**src/rtl/uart_instr_loader.sv**
```systemverilog
// rtl/uart_instr_loader.sv - 8N1 UART receiver feeding a framed instruction-memory write port
module uart_instr_loader #(
    parameter int F_CLK       = 50_000_000,
    parameter int BAUD        = 921_600,
    parameter int CLK_PER_BIT = F_CLK / BAUD,
    parameter int INSTR_WIDTH = 32,
    parameter int INSTR_DEPTH = 256,
    parameter int PC_WIDTH    = $clog2(INSTR_DEPTH)
) (
    input  logic                   clk,
    input  logic                   rst,
    input  logic                   uart_rx,
    output logic                   wr_en,
    output logic [PC_WIDTH-1:0]    wr_addr,
    output logic [INSTR_WIDTH-1:0] wr_data,
    output logic                   load_busy,
    output logic                   load_done,
    output logic                   load_err,
    output logic [7:0]             rx_byte_out,
    output logic                   rx_byte_valid
);
    localparam logic [1:0] RX_IDLE  = 2'd0;
    localparam logic [1:0] RX_START = 2'd1;
    localparam logic [1:0] RX_DATA  = 2'd2;
    localparam logic [1:0] RX_STOP  = 2'd3;

    localparam logic [1:0] L_IDLE  = 2'd0;
    localparam logic [1:0] L_COUNT = 2'd1;
    localparam logic [1:0] L_DATA  = 2'd2;
    localparam logic [1:0] L_CSUM  = 2'd3;

    localparam logic [15:0] BIT_END  = 16'(CLK_PER_BIT - 1);
    localparam logic [15:0] HALF_END = 16'(CLK_PER_BIT / 2 - 1);

    logic        rx_meta, rx_s;
    logic [1:0]  rx_state;
    logic [15:0] rx_cnt;
    logic [2:0]  rx_bit;
    logic [7:0]  rx_shift;
    logic        rx_ferr;

    always_ff @(posedge clk) begin
        if (rst) begin
            rx_meta       <= 1'b1;
            rx_s          <= 1'b1;
            rx_state      <= RX_IDLE;
            rx_cnt        <= '0;
            rx_bit        <= '0;
            rx_shift      <= '0;
            rx_byte_out   <= '0;
            rx_byte_valid <= 1'b0;
            rx_ferr       <= 1'b0;
        end else begin
            rx_meta       <= uart_rx;
            rx_s          <= rx_meta;
            rx_byte_valid <= 1'b0;
            rx_ferr       <= 1'b0;
            case (rx_state)
                RX_IDLE: begin
                    rx_cnt <= '0;
                    if (!rx_s) rx_state <= RX_START;
                end
                RX_START: begin
                    if (rx_cnt == HALF_END) begin
                        rx_cnt   <= '0;
                        rx_bit   <= '0;
                        rx_state <= rx_s ? RX_IDLE : RX_DATA;
                    end else begin
                        rx_cnt <= rx_cnt + 16'd1;
                    end
                end
                RX_DATA: begin
                    if (rx_cnt == BIT_END) begin
                        rx_cnt   <= '0;
                        rx_shift <= {rx_s, rx_shift[7:1]};
                        rx_bit   <= rx_bit + 3'd1;
                        if (rx_bit == 3'd7) rx_state <= RX_STOP;
                    end else begin
                        rx_cnt <= rx_cnt + 16'd1;
                    end
                end
                default: begin
                    if (rx_cnt == BIT_END) begin
                        rx_cnt   <= '0;
                        rx_state <= RX_IDLE;
                        if (rx_s) begin
                            rx_byte_valid <= 1'b1;
                            rx_byte_out   <= rx_shift;
                        end else begin
                            rx_ferr <= 1'b1;
                        end
                    end else begin
                        rx_cnt <= rx_cnt + 16'd1;
                    end
                end
            endcase
        end
    end

    logic [1:0]             l_state;
    logic [8:0]             word_cnt;
    logic [1:0]             byte_idx;
    logic [INSTR_WIDTH-9:0] word_lo;
    logic [7:0]             csum;
    logic                   mem_full;

    assign load_busy = (l_state != L_IDLE);

    always_ff @(posedge clk) begin
        if (rst) begin
            l_state   <= L_IDLE;
            word_cnt  <= '0;
            byte_idx  <= '0;
            word_lo   <= '0;
            csum      <= '0;
            mem_full  <= 1'b0;
            wr_en     <= 1'b0;
            wr_addr   <= '0;
            wr_data   <= '0;
            load_done <= 1'b0;
            load_err  <= 1'b0;
        end else begin
            wr_en <= 1'b0;
            // Saturate at the last word instead of wrapping back onto word 0.
            if (wr_en) begin
                if (wr_addr == PC_WIDTH'(INSTR_DEPTH - 1)) mem_full <= 1'b1;
                else wr_addr <= wr_addr + 1'b1;
            end
            if (rx_ferr && l_state != L_IDLE) begin
                load_err <= 1'b1;
                l_state  <= L_IDLE;
            end else if (rx_byte_valid) begin
                case (l_state)
                    L_IDLE: begin
                        if (rx_byte_out == 8'hA5) begin
                            load_done <= 1'b0;
                            load_err  <= 1'b0;
                            wr_addr   <= '0;
                            mem_full  <= 1'b0;
                            csum      <= '0;
                            l_state   <= L_COUNT;
                        end
                    end
                    L_COUNT: begin
                        word_cnt <= (rx_byte_out == 8'd0) ? 9'd256 : {1'b0, rx_byte_out};
                        byte_idx <= '0;
                        l_state  <= L_DATA;
                    end
                    L_DATA: begin
                        word_lo  <= {rx_byte_out, word_lo[INSTR_WIDTH-9:8]};
                        csum     <= csum ^ rx_byte_out;
                        byte_idx <= byte_idx + 2'd1;
                        if (byte_idx == 2'd3) begin
                            wr_data  <= {rx_byte_out, word_lo};
                            word_cnt <= word_cnt - 9'd1;
                            if (mem_full) load_err <= 1'b1;
                            else wr_en <= 1'b1;
                            if (word_cnt == 9'd1) l_state <= L_CSUM;
                        end
                    end
                    default: begin
                        if (rx_byte_out == csum && !load_err) load_done <= 1'b1;
                        else load_err <= 1'b1;
                        l_state <= L_IDLE;
                    end
                endcase
            end
        end
    end
endmodule

```
**config.mk**
```make
export PLATFORM = sky130hd
export DESIGN_NAME = uart_instr_loader
export DESIGN_NICKNAME = d
export VERILOG_FILES = /design/src/rtl/uart_instr_loader.sv
export SDC_FILE = /design/constraint.sdc
export NUM_CORES = 1
export LEC_CHECK = 0
export CORE_MARGIN = 5
export CORE_UTILIZATION = 45
export CTS_CLUSTER_SIZE = 8
export DETAILED_ROUTE_END_ITERATION = 10
export DONT_BUFFER_PORTS = 1
export PLACE_DENSITY = 0.7
export SLEW_MARGIN = 0
export SYNTH_ARGS = -nofsm -noshare
export SYNTH_HDL_FRONTEND = slang
export SYNTH_SLANG_ARGS = --single-unit
export TNS_END_PERCENT = 30
```
**constraint.sdc**
```tcl
create_clock -name clk -period 4.75 [get_ports clk]
set_clock_uncertainty 0.05 [all_clocks]
set_input_delay 0.7125 -clock clk [delete_from_list [all_inputs] [get_ports clk]]
set_output_delay 0.7125 -clock clk [all_outputs]
set_load 0.005 [all_outputs]
```
---- Yosys cells after proc, flatten, opt, wreduce, memory -nomap -nowiden ----
Cells that the tools add are included.
storage, ports and cells
  register bits ........................... 130
  output and inout port bits .............. 53
  logic and storage cells ................. 134
cells by class
  add/sub/neg operators ................... 5
  equality and inequality tests ........... 24
  muxes and demuxes ....................... 47
  bitwise logic cells ..................... 8
  reductions and logical operators ........ 30
operators with widths
  cell                   number
  $mux 8                 7
  $mux 16                2
  $pmux 16 s2            1
  $mux 2                 9
  $mux 9                 2
  $pmux 9 s2             1
  $add 16x1->16 const B  1
  $eq 16x5->1 const B    1
  $eq 16x6->1 const B    1
  $eq 8x8->1 const B     2
  $mux 1                 16
  $ne 2x2->1 const B     8
  $pmux 8 s2             1
  $reduce_and 4->1       4
  $pmux 2 s3             2
  $reduce_and 3->1       4
  $reduce_bool 2->1      6
  $reduce_and 5->1       2
  $reduce_or 5->1        2
  $eq 9x1->1 const B     1
  $ne 3x3->1 const B     3
  $sub 9x1->9 const B    1
  $add 8x1->8 const B    1
  $eq 8x8->1             1
  22 further kinds       35

---- Logic depth before layout (Yosys ltp) ----
  word-level depth ........................ 7
  depth in mapped cells ................... 9
  gate-level depth less buffers ........... 7

---- Worst setup path before layout ----
No wires, ideal clock.
  path kind ............................... flip-flop to flip-flop
  start point ............................. reg l_state[0]
  end point ............................... reg word_cnt[0]
  library setup time ...................... 138 ps
  arrival ................................. 1842 ps
  data required time ...................... 4562 ps
  path slack .............................. 2720 ps
  stages on the path, launching flop included .. 9
  path buffers ............................ 1
  clock period less this slack ............ 2030 ps
  cells stage by stage .................... dfxtp_1 > inv_1 > ha_1 > clkbuf_1 > clkinv_1 > o2111ai_1 > nor3_1 > a21oi_1 > a21oi_1
between the ends
  longest elaborated chain between the ends .. 4
  elaborated cells on any way between the ends .. 9
  those cells by class .................... eq/ne: 3; mux: 1; bitwise: 1; reduce/logical: 4
RTL lines
  what                                                                      RTL line  RTL
  start: declaration                                                        100       logic [1:0] l_state;
  start signal: assignment                                                  111       l_state <= L_IDLE;
  start signal: assignment                                                  131       l_state <= L_IDLE;
  start signal: assignment                                                  141       l_state <= L_COUNT;
  parallel branches: the longest is 4 deep, another holds $reduce_and 4->1  n/a
  end signal: assignment                                                    145       word_cnt <= (rx_byte_out == 8'd0) ? 9'd256 : {1'b0, rx_byte_out};
  end signal: assignment                                                    155       word_cnt <= word_cnt - 9'd1;
  end: declaration                                                          101       logic [8:0] word_cnt;
Parallel ways; which one is timed is not known.
A chain may end at the register's enable or synchronous reset.

---- Worst setup path after layout ----
  start point ............................. reg l_state[0]
  end point ............................... reg wr_data[24]
between the ends
  longest elaborated chain between the ends .. 4
  elaborated cells on any way between the ends .. 5
  those cells by class .................... eq/ne: 1; bitwise: 1; reduce/logical: 3
RTL lines
  what                          RTL line  RTL
  $reduce_bool 2->1             129       if (rx_ferr && l_state != L_IDLE) begin
  $logic_and 1x1->1             129
  $not 1->1 (no line)           n/a
  $reduce_and 4->1 (no line) *  n/a
  end signal: assignment        154       wr_data <= {rx_byte_out, word_lo};
  end: declaration              15        output logic [INSTR_WIDTH-1:0] wr_data,
Every way passes the cells marked *; elsewhere a longest branch is shown, timed or not.

==> impl_results.md <==
* Outcome: finished clean
* Final Hold Viols at 0
* GR peak layer: met2
* WP data arrival at 3.45 ns
* Reg power frac at 44.7%
* Synthesized area per cell at between 8 and 9 µm²
* Yosys warnings at 0
* # hold bufs at CTS at 0
* Setup TNS at 0 ns
* Die ar. at between 10000 and 15000 µm²
* CTS H-Tree Depth at 4
* CTS buffer count at 17
* PwrDens at approximately 400 nW/µm²
* Area Growth Syn to Fin at 12.4%
* Clock Path Buffers at 2
* DP HPWL at 8.20 mm
* Setup crit end kind: flop
* DRT Wirelength at between 10 and 15 mm
* Max FO, Critical Path at 33
* Required @ worst endpoint at approximately 5 ns
* Synth top area cells: dfxtp_1, nand2_1, a21oi_1
* Vias in the first global route at around 4300
* Drc violations at 0
* Drt first-iter violations at ~350
* Worst-Margin Slew at between 1 and 1.5 ns
* Final #Nets at slightly below 700
* Final setup viols at 0
* Hold crit path type: input pin to flop
* CTS Sinks at 130
* Final period utilization at about 67%
* Seq/Total Area, Yosys at a little under half
* Final Core Density at just over 50%
* Avg WL per Cell at 14.8 µm
* Antenna cells at 0
* Vias per cell at roughly 5.5
* Min cycle time layout at roughly 3.2 ns
* CTS root buf: clkbuf_16
* Met2 Use GR at 28.6%
* Gr usage total at between 10% and 20%
* Crit. Startpoint: l_state[0]
* Reg-to-reg startpoint: l_state[0]
* Fin. max-slew vios at 0
* Comb power frac at 0.2%
* Leak at 2.16 nW
* Crit path launch type: flop
* R2R Setup Slk at roughly 1.6 ns
* Post-synth top cells: nand2_1, dfxtp_1, a21oi_1
* First-pass GRT wire length at ~20 mm
* M3 GR Usage at under 10%
* Most frequent cell after synthesis: nand2_1
* Fmax at approximately 0.31 GHz
* Area of the core at approximately 12000 µm²
* Layout cells sized above 1 at roughly 9%
* IO Pins at 56
* Initial Utilization at 46.1%
* CP endpoint: wr_data[24]
* Largest net degree at the start of global routing at 110
* Port Buf Inserts at 0
* Initial antenna violation count at 0
* Synth top area share at around 47%
* GP Congestion at around 0.83
* Worst-Skew Late Latency at 0.42 ns
* Cells after Synth at 674
* Max_slew headroom at 29.3%
* FF+latch count, synth at 130
* TritonRoute pass-1 iters at 6
* Clock-pin slew on the worst setup and hold paths at around 0.050 ns
* Slowest cell on crit path: nand2_1
* Synthesized Nets at 690
* CTS tree: done
* Internal at 0.00197 W
* Cts repair resizes at 0
* Die Wd at ~120 µm
* Chip height at around 120 µm
* Netlist cell types at 56
* Critical path buffer and inverter count at 1
* Via count at approximately 4600
* Placement-stage cell area at between 5000 and 6000 µm²
* Critical R2R Capture: wr_data[24]
* Clock power frac at a little under three fifths
* Crit-path cells: inv_1 -> ha_1 -> nand2b_1 -> and3_1 -> nand2_1 -> nand2_1 -> a21oi_1
* Peak supply drop at 0.217 mV
* Switch Pwr at roughly 0.00048 W
* Gr ovfl total at 0
* Setup Crit Path Kind: flop to flop
* Switching Share at about a fifth
* CP peak stage delay at 0.84 ns
* Post-Syn Area at around 5600 µm²
* Met1 Use GR at between 20% and 30%
* Cell row count at 40
* Main synth FF type: dfxtp_1
* Ys async rst share at 0%
* Hold Crit Depth at 1
* Antenna Nets Post-Route at 0
* Number of synthesized flops with an enable pin at 0
* RSZ-0062 raised after global routing: false
* Critical path depth in cells at 7
* Postcts setup bufs at 0
* Worst r2r path cells at 7
* Top delay family on crit path: simple AND/OR/NAND/NOR gates
* Number of max-cap violations at 0
* Final Instance Area at between 6000 and 7000 µm²
* Most used cell, CP: nand2_1
* Area leader, netlist: dfxtp_1
layout make-up:
cell class                      instances  area [µm²]
Clock inverter                         11         150
Fill cell                            1112        5800
Tap cell                              168         210
Timing Repair Buffer                    3        22.5
Sequential cell                       130        2600
Multi-Input combinational cell        482        2720
Clock buffer                           21         470
Inverter                               23        86.3
state kept, by name (all words and copies together) (netlist names):
| signal | cells |
|---|---|
| wr_addr | 8 |
| rx_shift | 8 |
| wr_data | 32 |
| rx_byte_out | 8 |
| csum | 8 |
| l_state | 2 |
| rx_cnt | 16 |
| word_lo | 24 |
| rx_ferr | 1 |
| load_err | 1 |
| word_cnt | 9 |
| rx_s | 1 |
| mem_full | 1 |
| rx_meta | 1 |
| wr_en | 1 |
| load_done | 1 |
| byte_idx | 2 |
| rx_bit | 3 |
| rx_state | 2 |
| rx_byte_valid | 1 |
power groups by stage:
stage	clock, W	combinational (W)	sequential (W)
after floorplan	0	0.0000181	0.00112
after global placement	0	0.00000595	0.00112
after detailed placement	0	0.00000607	0.00112
after CTS	0.00138	0.00000612	0.00109
after global routing	0.00143	0.00000671	0.00109
final	0.00135	0.00000608	0.00109
how the worst min path moves through the flow:
stage                       start  slack, ns     endpoint
after global routing          rst       0.31    rx_bit[1]
final                         rst       0.34  byte_idx[1]
after floorplan           rx_meta       0.34         rx_s
after global placement    rx_meta       0.34         rx_s
after detailed placement  rx_meta       0.35         rx_s
after CTS                     rst       0.31  rx_shift[7]
per-layer routing:
metal / vias up / wire, µm / part of all wire, %
met5: - / 0 / 0
met4: 0 / 146 / 1.2
met3: 19 / 742 / 6.0
met2: 116 / 5950 / 48
met1: 2182 / 5550 / 45
li1: 2275 / - / -
logic make-up (layout without fill, tap and decap cells):
family | count (synthesis) | count (layout) | synth area share (%)
adder cells (fa/ha/maj) | 13 | 13 | 2.92
AO/OA/AOI/OAI | 138 | 138 | 15.5
XOR/XNOR | 24 | 24 | 3.78
AND/OR/NAND/NOR | 297 | 297 | 24.7
flip-flops | 130 | 130 | 46.8
multiplexers | 10 | 10 | 1.82
buffers and inverters | 62 | 58 | 4.50
through the flow:
step	power, W	hold WS [ns]	setup slack [ns]	instances
after CTS	0.00248	0.309	1.51	838
after global routing	0.00253	0.314	1.15	838
after global placement	0.00112	0.343	1.73	806
after detailed placement	0.00112	0.346	1.56	806
after floorplan	0.00113	0.339	2.72	674
final	0.00245	0.340	1.55	838
layout by cell type, fill, tap and decap left out, types with 4 or more instances in the layout:
cell       instances
nand2b_1           8
mux2i_1            9
nand2_1          147
dfxtp_1          130
nor2b_1           10
nor3_1            14
and3_1             7
and4_1             6
a21oi_1           81
or4_1              4
nand3_1           17
xnor2_1           12
clkbuf_16         17
ha_1              13
o32ai_1            9
o21ai_0            8
nor2_1            57
a211oi_1           7
nand4_1            8
a21oi_2           11
inv_1             22
xor2_1            12
Note: power is estimated with default switching activity, not from simulation.
